[config.mk]
export PLATFORM = sky130hd
export DESIGN_NAME = ddr_svc_mc
export DESIGN_NICKNAME = d
export VERILOG_FILES = /design/src/rtl/ddr_svc_mc.sv
export SDC_FILE = /design/constraint.sdc
export NUM_CORES = 1
export LEC_CHECK = 0
export ABC_AREA = 1
export ABC_CLOCK_PERIOD_IN_PS = 4850
export BUFFER_PORTS_ARGS = -buffer_cell sky130_fd_sc_hd__buf_4
export CAP_MARGIN = 20
export CORE_AREA = 3 3 273 275
export CTS_BUF_LIST = sky130_fd_sc_hd__clkbuf_4 sky130_fd_sc_hd__clkbuf_8
export DETAILED_ROUTE_END_ITERATION = 7
export DIE_AREA = 0 0 276 278
export PLACE_DENSITY = 0.33
export SLEW_MARGIN = 5
export SYNTH_ARGS = -nofsm -noshare
export SYNTH_HDL_FRONTEND = slang
export SYNTH_SLANG_ARGS = --single-unit
[constraint.sdc]
create_clock -name clk -period 4.85 [get_ports clk]
set_input_delay 0.2425 -clock clk [delete_from_list [all_inputs] [get_ports clk]]
set_output_delay 0.2425 -clock clk [all_outputs]
set_load 0.005 [all_outputs]
[src/rtl/ddr_svc_mc.sv]
`default_nettype none
// ============================================================================
// Module      : ddr_svc_mc
// Description : Multi-channel DDR service port. Round-robin arbitration of
//               toggle-handshaked read/write burst requests onto a single
//               64-bit Avalon-MM burst master.
// Revision    : 1.0 - initial release
// ============================================================================
module ddr_svc_mc #(
   parameter int CHANNELS = 4,
   parameter int BURST_W  = 8
) (
   input  logic                      clk,
   input  logic                      reset_n,
   input  logic                      ram_waitrequest,
   output logic [BURST_W-1:0]        ram_burstcnt,
   output logic [28:0]               ram_addr,
   input  logic [63:0]               ram_readdata,
   input  logic                      ram_read_ready,
   output logic                      ram_read,
   output logic                      ram_write,
   output logic [63:0]               ram_writedata,
   output logic [7:0]                ram_byteenable,
   input  logic [CHANNELS*29-1:0]    ch_addr,
   input  logic [CHANNELS*BURST_W-1:0] ch_burst,
   input  logic [CHANNELS-1:0]       ch_we,
   input  logic [CHANNELS-1:0]       ch_req,
   output logic [CHANNELS-1:0]       ch_ack,
   input  logic [CHANNELS*64-1:0]    ch_wdata,
   input  logic [CHANNELS*8-1:0]     ch_be,
   output logic [CHANNELS-1:0]       ch_wnext,
   output logic [63:0]               ch_data,
   output logic [CHANNELS-1:0]       ch_ready
);

   localparam int CW = (CHANNELS > 1) ? $clog2(CHANNELS) : 1;
   localparam logic [CW-1:0] LAST_CH = CW'(CHANNELS - 1);

   localparam logic [1:0] S_IDLE = 2'd0;
   localparam logic [1:0] S_RD   = 2'd1;
   localparam logic [1:0] S_WR   = 2'd2;

   logic [1:0]          state_q, state_d;
   logic [CW-1:0]       rr_q, rr_d;
   logic [CW-1:0]       gnt_q, gnt_d;
   logic [28:0]         addr_q, addr_d;
   logic [BURST_W-1:0]  burst_q, burst_d;
   logic [BURST_W-1:0]  cnt_q, cnt_d;
   logic                read_q, read_d;
   logic                write_q, write_d;
   logic [CHANNELS-1:0] ack_q, ack_d;
   logic [CHANNELS-1:0] ready_q, ready_d;
   logic [63:0]         data_q, data_d;

   logic [28:0]         addr_a  [CHANNELS];
   logic [BURST_W-1:0]  burst_a [CHANNELS];
   logic [63:0]         wdata_a [CHANNELS];
   logic [7:0]          be_a    [CHANNELS];

   logic [CHANNELS-1:0] pend;
   logic                gnt_vld;
   logic [CW-1:0]       gnt_idx;
   logic [CW-1:0]       cand;
   logic [BURST_W-1:0]  cnt_inc;
   logic                beat_acc;

   // Split the flat per-channel buses into indexable arrays.
   for (genvar i = 0; i < CHANNELS; i++) begin : g_unpack
      assign addr_a[i]  = ch_addr[i*29 +: 29];
      assign burst_a[i] = ch_burst[i*BURST_W +: BURST_W];
      assign wdata_a[i] = ch_wdata[i*64 +: 64];
      assign be_a[i]    = ch_be[i*8 +: 8];
   end

   assign pend     = ch_req ^ ack_q;
   assign cnt_inc  = cnt_q + 1'b1;
   assign beat_acc = write_q & ~ram_waitrequest;

   // Round-robin search: first pending channel at or after the pointer.
   always_comb begin
      gnt_vld = 1'b0;
      gnt_idx = '0;
      cand    = '0;
      for (int k = 0; k < CHANNELS; k++) begin
         cand = CW'((int'(rr_q) + k) % CHANNELS);
         if (!gnt_vld && pend[cand]) begin
            gnt_vld = 1'b1;
            gnt_idx = cand;
         end
      end
   end

   // State and datapath registers; reset aborts any transaction at once.
   always_ff @(posedge clk or negedge reset_n) begin
      if (!reset_n) begin
         state_q <= S_IDLE;
         rr_q    <= '0;
         gnt_q   <= '0;
         addr_q  <= '0;
         burst_q <= '0;
         cnt_q   <= '0;
         read_q  <= 1'b0;
         write_q <= 1'b0;
         ack_q   <= '0;
         ready_q <= '0;
         data_q  <= '0;
      end else begin
         state_q <= state_d;
         rr_q    <= rr_d;
         gnt_q   <= gnt_d;
         addr_q  <= addr_d;
         burst_q <= burst_d;
         cnt_q   <= cnt_d;
         read_q  <= read_d;
         write_q <= write_d;
         ack_q   <= ack_d;
         ready_q <= ready_d;
         data_q  <= data_d;
      end
   end

   // Next-state logic: grant and latch in IDLE, count beats in RD/WR.
   always_comb begin
      state_d = state_q;
      rr_d    = rr_q;
      gnt_d   = gnt_q;
      addr_d  = addr_q;
      burst_d = burst_q;
      cnt_d   = cnt_q;
      read_d  = read_q;
      write_d = write_q;
      ack_d   = ack_q;
      ready_d = '0;
      data_d  = data_q;
      case (state_q)
         S_IDLE: begin
            if (gnt_vld) begin
               gnt_d   = gnt_idx;
               addr_d  = addr_a[gnt_idx];
               burst_d = burst_a[gnt_idx];
               cnt_d   = '0;
               rr_d    = (gnt_idx == LAST_CH) ? '0 : gnt_idx + 1'b1;
               // Zero-length bursts complete without touching the DDR.
               if (burst_a[gnt_idx] == '0) begin
                  ack_d[gnt_idx] = ~ack_q[gnt_idx];
               end else if (ch_we[gnt_idx]) begin
                  write_d = 1'b1;
                  state_d = S_WR;
               end else begin
                  read_d  = 1'b1;
                  state_d = S_RD;
               end
            end
         end
         S_RD: begin
            if (read_q && !ram_waitrequest) begin
               read_d = 1'b0;
            end
            // Read beats are captured independently of the command stall.
            if (ram_read_ready) begin
               data_d         = ram_readdata;
               ready_d[gnt_q] = 1'b1;
               cnt_d          = cnt_inc;
               if (cnt_inc == burst_q) begin
                  ack_d[gnt_q] = ~ack_q[gnt_q];
                  read_d       = 1'b0;
                  state_d      = S_IDLE;
               end
            end
         end
         S_WR: begin
            if (beat_acc) begin
               cnt_d = cnt_inc;
               if (cnt_inc == burst_q) begin
                  ack_d[gnt_q] = ~ack_q[gnt_q];
                  write_d      = 1'b0;
                  state_d      = S_IDLE;
               end
            end
         end
         default: begin
            state_d = S_IDLE;
         end
      endcase
   end

   // Output logic: write-beat pull strobe and write data mux of the grant.
   always_comb begin
      ch_wnext = '0;
      if (state_q == S_WR) begin
         ch_wnext[gnt_q] = beat_acc;
      end
      ram_writedata  = wdata_a[gnt_q];
      ram_byteenable = be_a[gnt_q];
   end

   assign ram_burstcnt = burst_q;
   assign ram_addr     = addr_q;
   assign ram_read     = read_q;
   assign ram_write    = write_q;
   assign ch_ack       = ack_q;
   assign ch_ready     = ready_q;
   assign ch_data      = data_q;

endmodule
`default_nettype wire

==> flow_metrics.py, run 1 <==
metrics = {
    "outcome": {
        "outcome": "finished clean",
    },
    "logic_synthesis": {
        "synth_top_flop_cell": "dfrtp_1",
        "top_count_cell_post_synth": "nand2_1",
        "syn-num-nets": 1584,
        "synth_top_cell_by_area": "dfrtp_1",
        "postSynthRegisterBits": 125,
        "synthTopCellsByArea": "dfrtp_1 37%, nand2_1 14%, a22oi_1 11%",
        "synth-warning-count": 0,
        "synthDistinctLibCells": 42,
        "avgSynthCellArea_um2": 7.90,
        "syn-instance-count": 1063,
        "synthDominantCellAreaShare_pct": 37.3,
        "number_of_enable_flip_flop_cells_after_synthesis": 0,
        "synth-seq-area-share_pct": 37.3,
        "post_synth_instance_area_um2": 8390,
        "synth-async-reset-ratio_pct": 100,
        "most_frequent_cells_after_synthesis": "310 x nand2_1, 125 x dfrtp_1, 120 x a22oi_1",
    },
    "clocking": {
        "clock-root-buffer": "clkbuf_8",
        "numCtsBuffers": 17,
        "clock_slew_at_reported_path_ffs_ps": 100,
        "post_cts.repair.setup_buffers": 0,
        "cts-root-to-sink-buffers": 2,
        "htree_levels": 4,
        "cts_tree": "done",
        "cts_repair_resize_count": 0,
        "tritoncts_sinks": 125,
        "clock_latency_ps": 490,
    },
    "drt": {
        "met2_wirelength_um": 28900,
        "routed-wl-met3_um": 4470,
        "average_vias_per_placed_instance": 3.92,
        "highest_layer": "met5",
        "drt_first_pass_iters": 4,
        "route.vias.total": 11000,
        "remaining_drc_errors": 0,
        "remaining_number_of_nets_flagged_by_the_antenna_check_after_routing": 0,
        "postRouteWirelength_um": 59300,
        "drtIter0Drc": 542,
        "avgRoutedWirePerCell_um": 21.1,
        "met1_wire_length_um": 25000,
    },
    "place": {
        "numPortBuffers": 698,
        "dp_hpwl_um": 48600,
        "global_placement_routability_congestion": 0.913,
        "dpl.cell_count": 2667,
        "dp_slack_ps": 1220,
    },
    "sta": {
        "period_share_pct": 86.5,
        "period_needed_ps": 4190,
        "max_freq_ghz": 0.238,
        "worst-slew-pin-transition_ps": 1010,
        "hold_slack_ps": 66.4,
        "rsz0062_at_grt": "false",
        "setup_total_negative_slack_ps": 0,
        "setup-violations-final": 0,
        "slew_viol_final": 0,
        "finClkSkew_ps": 15.9,
        "setup_slack_ps": 655,
        "timing.max_slew.rel_slack_pct": 33.0,
        "final_hold_viol_count": 0,
    },
    "layout": {
        "final_cells": 2807,
        "layout.area.seq_um2": 3130,
        "fillers": 8217,
        "post_route_cells_drive_above_1_share_pct": 45.9,
        "layout.nets": 2353,
        "flow.area_growth_from_synthesis_pct": 92.3,
        "multi_input_gate_area_in_the_final_layout_um2": 4710,
        "layout.core_utilization_pct": 22.2,
    },
    "pwr": {
        "power.combinational.fraction_pct": 73.0,
        "worst_supply_voltage_drop_on_vdd_mv": 0.303,
        "switching_share_pct": 50.2,
        "power.clock.fraction_pct": 9.1,
        "p_switching_mw": 5.38,
        "p_int_mw": 5.34,
        "pwr-share-seq_pct": 18.0,
        "power.static_leakage_nw": 7.81,
        "pwr_per_cell_area_nw_per_um2": 664,
    },
    "setup_path": {
        "rrSetupSlack_ps": 660,
        "crit_required_ps": 5280,
        "critPathKind": "register to register",
        "timing.critical_path.to_type": "register",
        "worst_ep_arrival_ps": 4620,
        "setup.worst_path.start_class": "register",
        "timing.critical_path.fanout_max": 53,
    },
    "global_routing": {
        "antenna_found_initial": 8,
        "grt_pass1_vias": 11600,
        "wire_length_of_the_first_global_routing_pass_um": 82900,
        "largest_net_degree_at_the_start_of_global_routing": 68,
        "grt.overflow.total": 0,
        "grt_util_all_layers_pct": 14.7,
    },
    "die": {
        "core_region_area_um2": 72600,
        "dieWidth_um": 276,
        "die_area_um2": 76700,
        "fp.dieH_um": 278,
        "pin_count": 699,
        "initial_cell_density_of_the_core_pct": 11.6,
        "floorplan.rows": 99,
    },
    "run": {
        "number_of_max_capacitance_violations_reported": 0,
    },
    "min_path": {
        "timing.hold.worst.class": "input port to register",
    },
}
## logic make-up (layout without fill, tap and decap cells)
| family | after synthesis | count (layout) | synth area share (%) |
|---|---|---|---|
| and+or+nand+nor | 491 | 491 | 25.8 |
| adders and majority gates | 9 | 9 | 1.34 |
| other | 0 | 3 | 0 |
| buffers and inverters | 135 | 917 | 6.87 |
| xor gates and xnor gates | 14 | 14 | 1.64 |
| AOI/OAI and AO/OA | 225 | 225 | 18.5 |
| DFF | 125 | 125 | 37.3 |
| muxes | 64 | 64 | 8.59 |
## layout by cell type, fill, tap and decap left out, drive strengths merged, types with 6 or more instances in the layout
| cell type | instances |
|---|---|
| buf | 717 |
| nand2 | 322 |
| dfrtp | 125 |
| a22oi | 120 |
| nand3 | 110 |
| dlygate4sd3 | 104 |
| inv | 71 |
| mux2 | 64 |
| o21ai | 48 |
| nor2 | 35 |
| clkbuf | 17 |
| a41oi | 14 |
| nand3b | 13 |
| a31oi | 13 |
| o22ai | 11 |
| xor2 | 10 |
| ha | 9 |
| a21oi | 8 |
| nand4 | 7 |
| clkinv | 6 |
## routing by layer
| layer | GRT usage [%] | vias to the layer above |
|---|---|---|
| met4 | 3.09 | 6 |
| li1 | - | 5246 |
| met1 | 18.1 | 5238 |
| met3 | 4.76 | 42 |
| met2 | 25.2 | 469 |
| met5 | 0 | - |
## stage by stage
stage / total power [mW] / instance area, um2
6_report: 10.7 / 16100
5_1_grt: 11.7 / 16100
4_1_cts: 10.9 / 16100
3_5_place_dp: 9.49 / 14700
3_3_place_gp: 9.47 / 14700
2_1_floorplan: 6.01 / 8390
## final cells by class
cell class              count  area share (%)
clock inverters            15           0.938
clock buffers              17            1.45
flip-flops and latches    125            19.4
multi-input cells         803            29.2
well taps                 959            7.43
diodes                      3          0.0465
inverters                  64            1.49
repair buffers            821            40.1
## critical path: stages, from the launching register on
cell and delay, ps:
dfrtp_1 730, inv_1 290, nand3_1 180, nand3_1 80, nand2_1 180, nand2_2 110, nand2_2 280, nand2_4 400
inv_2 240, buf_4 550, nand2_1 110, nand3_1 90, o21ai_0 80, a41oi_1 200, dlygate4sd3_1 590
## power by group through the flow
stage / clock network [mW] / logic, mW / registers [mW]
finish: 0.974 / 7.82 / 1.92
global route: 1.08 / 8.66 / 1.99
CTS: 1.03 / 7.93 / 1.94
detailed placement: 0 / 7.53 / 1.95
global placement: 0 / 7.53 / 1.95
floorplan: 0 / 4.13 / 1.88
## timing repair
action,4_1_cts,5_1_grt
endpoints found under the setup margin,0,0
hold buffers,104,0
endpoints found under the hold margin,124,0
## registers in the layout, indices dropped and copies added (netlist names)
register / cells
ch_ready: 4
cnt_q: 8
gnt_q: 2
ram_read: 1
rr_q: 2
ram_addr: 29
ch_data: 64
ch_ack: 4
state_q: 2
ram_burstcnt: 8
ram_write: 1
## worst paths after layout
path | from | end | cells after the start
max | rr_q[0] | ram_addr[24] | 14
min | ch_addr[84] | ram_addr[26] | 3
max reg2reg | rr_q[0] | ram_addr[24] | 14
min reg2reg | ch_data[10] | ch_data[10] | 1
max in group asynchronous | reset_n | ch_data[5] | 3
min in group asynchronous | reset_n | ram_addr[24] | 2
(Power assumes the default switching activity.)
==> run 2: changes to the inputs <==
--- a/config.mk
+++ b/config.mk
@@ -13,7 +13,7 @@
 export CTS_BUF_LIST = sky130_fd_sc_hd__clkbuf_4 sky130_fd_sc_hd__clkbuf_8
 export DETAILED_ROUTE_END_ITERATION = 7
 export DIE_AREA = 0 0 276 278
-export PLACE_DENSITY = 0.33
+export PLACE_DENSITY = 0.32
 export SLEW_MARGIN = 5
 export SYNTH_ARGS = -nofsm -noshare
 export SYNTH_HDL_FRONTEND = slang
==> run 2 against run 1 <==
- cell count is 0.93% lower
- critical path type unchanged
- first-iteration DRC count is 11% lower
- sequential share of layout area is 0.33 points higher
- design area is 1.7% lower
- clock skew is 1.6 ps higher
- global-route usage is 0.21 points lower
- die area stayed put
- critical path depth stayed put
- wire length is 0.89% lower
- largest cell class unchanged
- non-clock buffer count is 25 lower
==> flow_metrics.py, run 2 (same netlist as run 1, synthesis figures left out) <==
metrics = {
    "sta": {
        "period_needed_ps": 4090,
        "slew_viol_final": 0,
        "final_hold_viol_count": 0,
        "rsz0062_at_grt": "false",
        "setup-violations-final": 0,
        "setup_total_negative_slack_ps": 0,
        "worst-slew-pin-transition_ps": 1010,
        "timing.max_slew.rel_slack_pct": 32.8,
        "max_freq_ghz": 0.244,
        "finClkSkew_ps": 17.4,
        "period_share_pct": 84.3,
    },
    "layout": {
        "post_route_cells_drive_above_1_share_pct": 46.1,
        "layout.core_utilization_pct": 21.9,
        "fillers": 8170,
        "layout.cells.most_common": "buf_4",
        "layout.cells.most_common_list": "706 x buf_4, 309 x nand2_1, 125 x dfrtp_1, 120 x a22oi_1, 107 x nand3_1",
        "largest_register_ff_count": 64,
        "multi_input_gate_area_in_the_final_layout_um2": 4720,
        "flow.area_growth_from_synthesis_pct": 89.1,
        "post_layout_inst_area_um2": 15900,
        "layout.nets": 2328,
        "layout.area.seq_um2": 3130,
        "final_cells": 2781,
    },
    "place": {
        "dp_hpwl_um": 47700,
        "global_placement_routability_congestion": 0.912,
        "placed_area_um2": 14700,
        "numPortBuffers": 698,
        "dpl.cell_count": 2661,
    },
    "clocking": {
        "numCtsBuffers": 17,
        "cts_tree": "done",
        "cts-root-to-sink-buffers": 2,
        "clock-root-buffer": "clkbuf_8",
        "htree_levels": 4,
        "post_cts.repair.setup_buffers": 0,
        "tritoncts_sinks": 125,
        "clock_latency_ps": 490,
        "clock_slew_at_reported_path_ffs_ps": 100,
    },
    "outcome": {
        "outcome": "finished clean",
    },
    "drt": {
        "remaining_drc_errors": 0,
        "drtIter0Drc": 481,
        "drt_first_pass_iters": 5,
        "avgRoutedWirePerCell_um": 21.1,
        "route.vias.total": 10800,
        "remaining_number_of_nets_flagged_by_the_antenna_check_after_routing": 0,
        "postRouteWirelength_um": 58800,
        "average_vias_per_placed_instance": 3.90,
    },
    "global_routing": {
        "largest_net_degree_at_the_start_of_global_routing": 76,
        "grt_pass1_vias": 11200,
        "antenna_found_initial": 10,
        "wire_length_of_the_first_global_routing_pass_um": 81700,
        "grt.overflow.total": 0,
        "grt_util_all_layers_pct": 14.5,
    },
    "die": {
        "core_region_area_um2": 72600,
        "fp.dieH_um": 278,
        "die_area_um2": 76700,
        "dieWidth_um": 276,
        "pin_count": 699,
        "floorplan.rows": 99,
        "initial_cell_density_of_the_core_pct": 11.6,
    },
    "run": {
        "number_of_max_capacitance_violations_reported": 0,
    },
    "pwr": {
        "worst_supply_voltage_drop_on_vdd_mv": 0.280,
        "pwr_per_cell_area_nw_per_um2": 652,
        "total_power_mw": 10.3,
        "power.static_leakage_nw": 7.69,
    },
    "setup_path": {
        "timing.critical_path.to_type": "register",
        "setup.worst_path.start_class": "register",
        "crit_required_ps": 5280,
        "timing.critical_path.fanout_max": 41,
        "critPathKind": "register to register",
        "worst_ep_arrival_ps": 4520,
    },
    "min_path": {
        "timing.hold.worst.class": "input port to register",
    },
}
[run 2: cell count changes in the layout (fill, tap and decap cells not counted), moves of 2 or more]
cell	change
inv_6	-4
dlygate4sd3_1	-18
inv_8	-3
clkinv_2	+2
clkinv_4	+3
buf_4	-7
[run 2: where the power goes]
part	switching (mW)	total, mW	internal, mW
clock	0.516	0.881	0.365
sequential	0.343	1.91	1.57
combinational	4.41	7.55	3.14
[run 2: repair_timing]
| action | in CTS | in global routing |
|---|---|---|
| gates resized for setup | 0 | 0 |
| hold endpoints to repair | 119 | 0 |
| hold buffers | 86 | 0 |
[run 2: metal layers]
layer  track usage (%)  vias to the layer above  wire [um]
met5                 0                        -         31
met4              3.20                        6       1050
met3              5.40                       39       4930
met2              25.5                      463      29300
met1              16.9                     5134      23500
li1                  -                     5190          -
[run 2: final cells by class]
| cell class | count | area share [%] |
|---|---|---|
| timing repair buffer | 796 | 39.3 |
| multi-input combinational | 803 | 29.7 |
| sequential | 125 | 19.7 |
| tap | 959 | 7.56 |
| clock buffer | 18 | 1.56 |
| inverter | 64 | 1.51 |
| clock inverter | 13 | 0.607 |
| antenna | 3 | 0.0473 |
[run 2: path summary, 6_finish.rpt]
path,from,to,slack (ps),cells after the start
hold reg to reg,ch_data[18],ch_data[18],510,1
min in group asynchronous,reset_n,ram_addr[4],280,2
setup / recovery,rr_q[0],ram_addr[4],760,14
max in group asynchronous,reset_n,ch_data[25],3500,3
setup reg to reg,rr_q[0],ram_addr[4],760,14
hold / removal,ch_addr[44],ram_addr[15],60,3
[run 2: stage by stage]
step	hold slack (ps)	setup slack [ps]
final	61.7	760
after global routing	19.7	310
after CTS	0.106	763
after detailed placement	250	1240
after global placement	241	1290
after floorplan	-53.1	2390
[run 2: worst max-delay path, stage by stage (launching register included)]
cell and delay, ps:
dfrtp_1 690, inv_1 270, nand3_1 170, nand3_1 90, nand2_1 160, nand2_2 100
nand2_2 310, nand2_4 330, inv_2 390, buf_4 450, nand2_1 100, nand3_1 100
o21ai_0 80, a31oi_1 170, dlygate4sd3_1 570
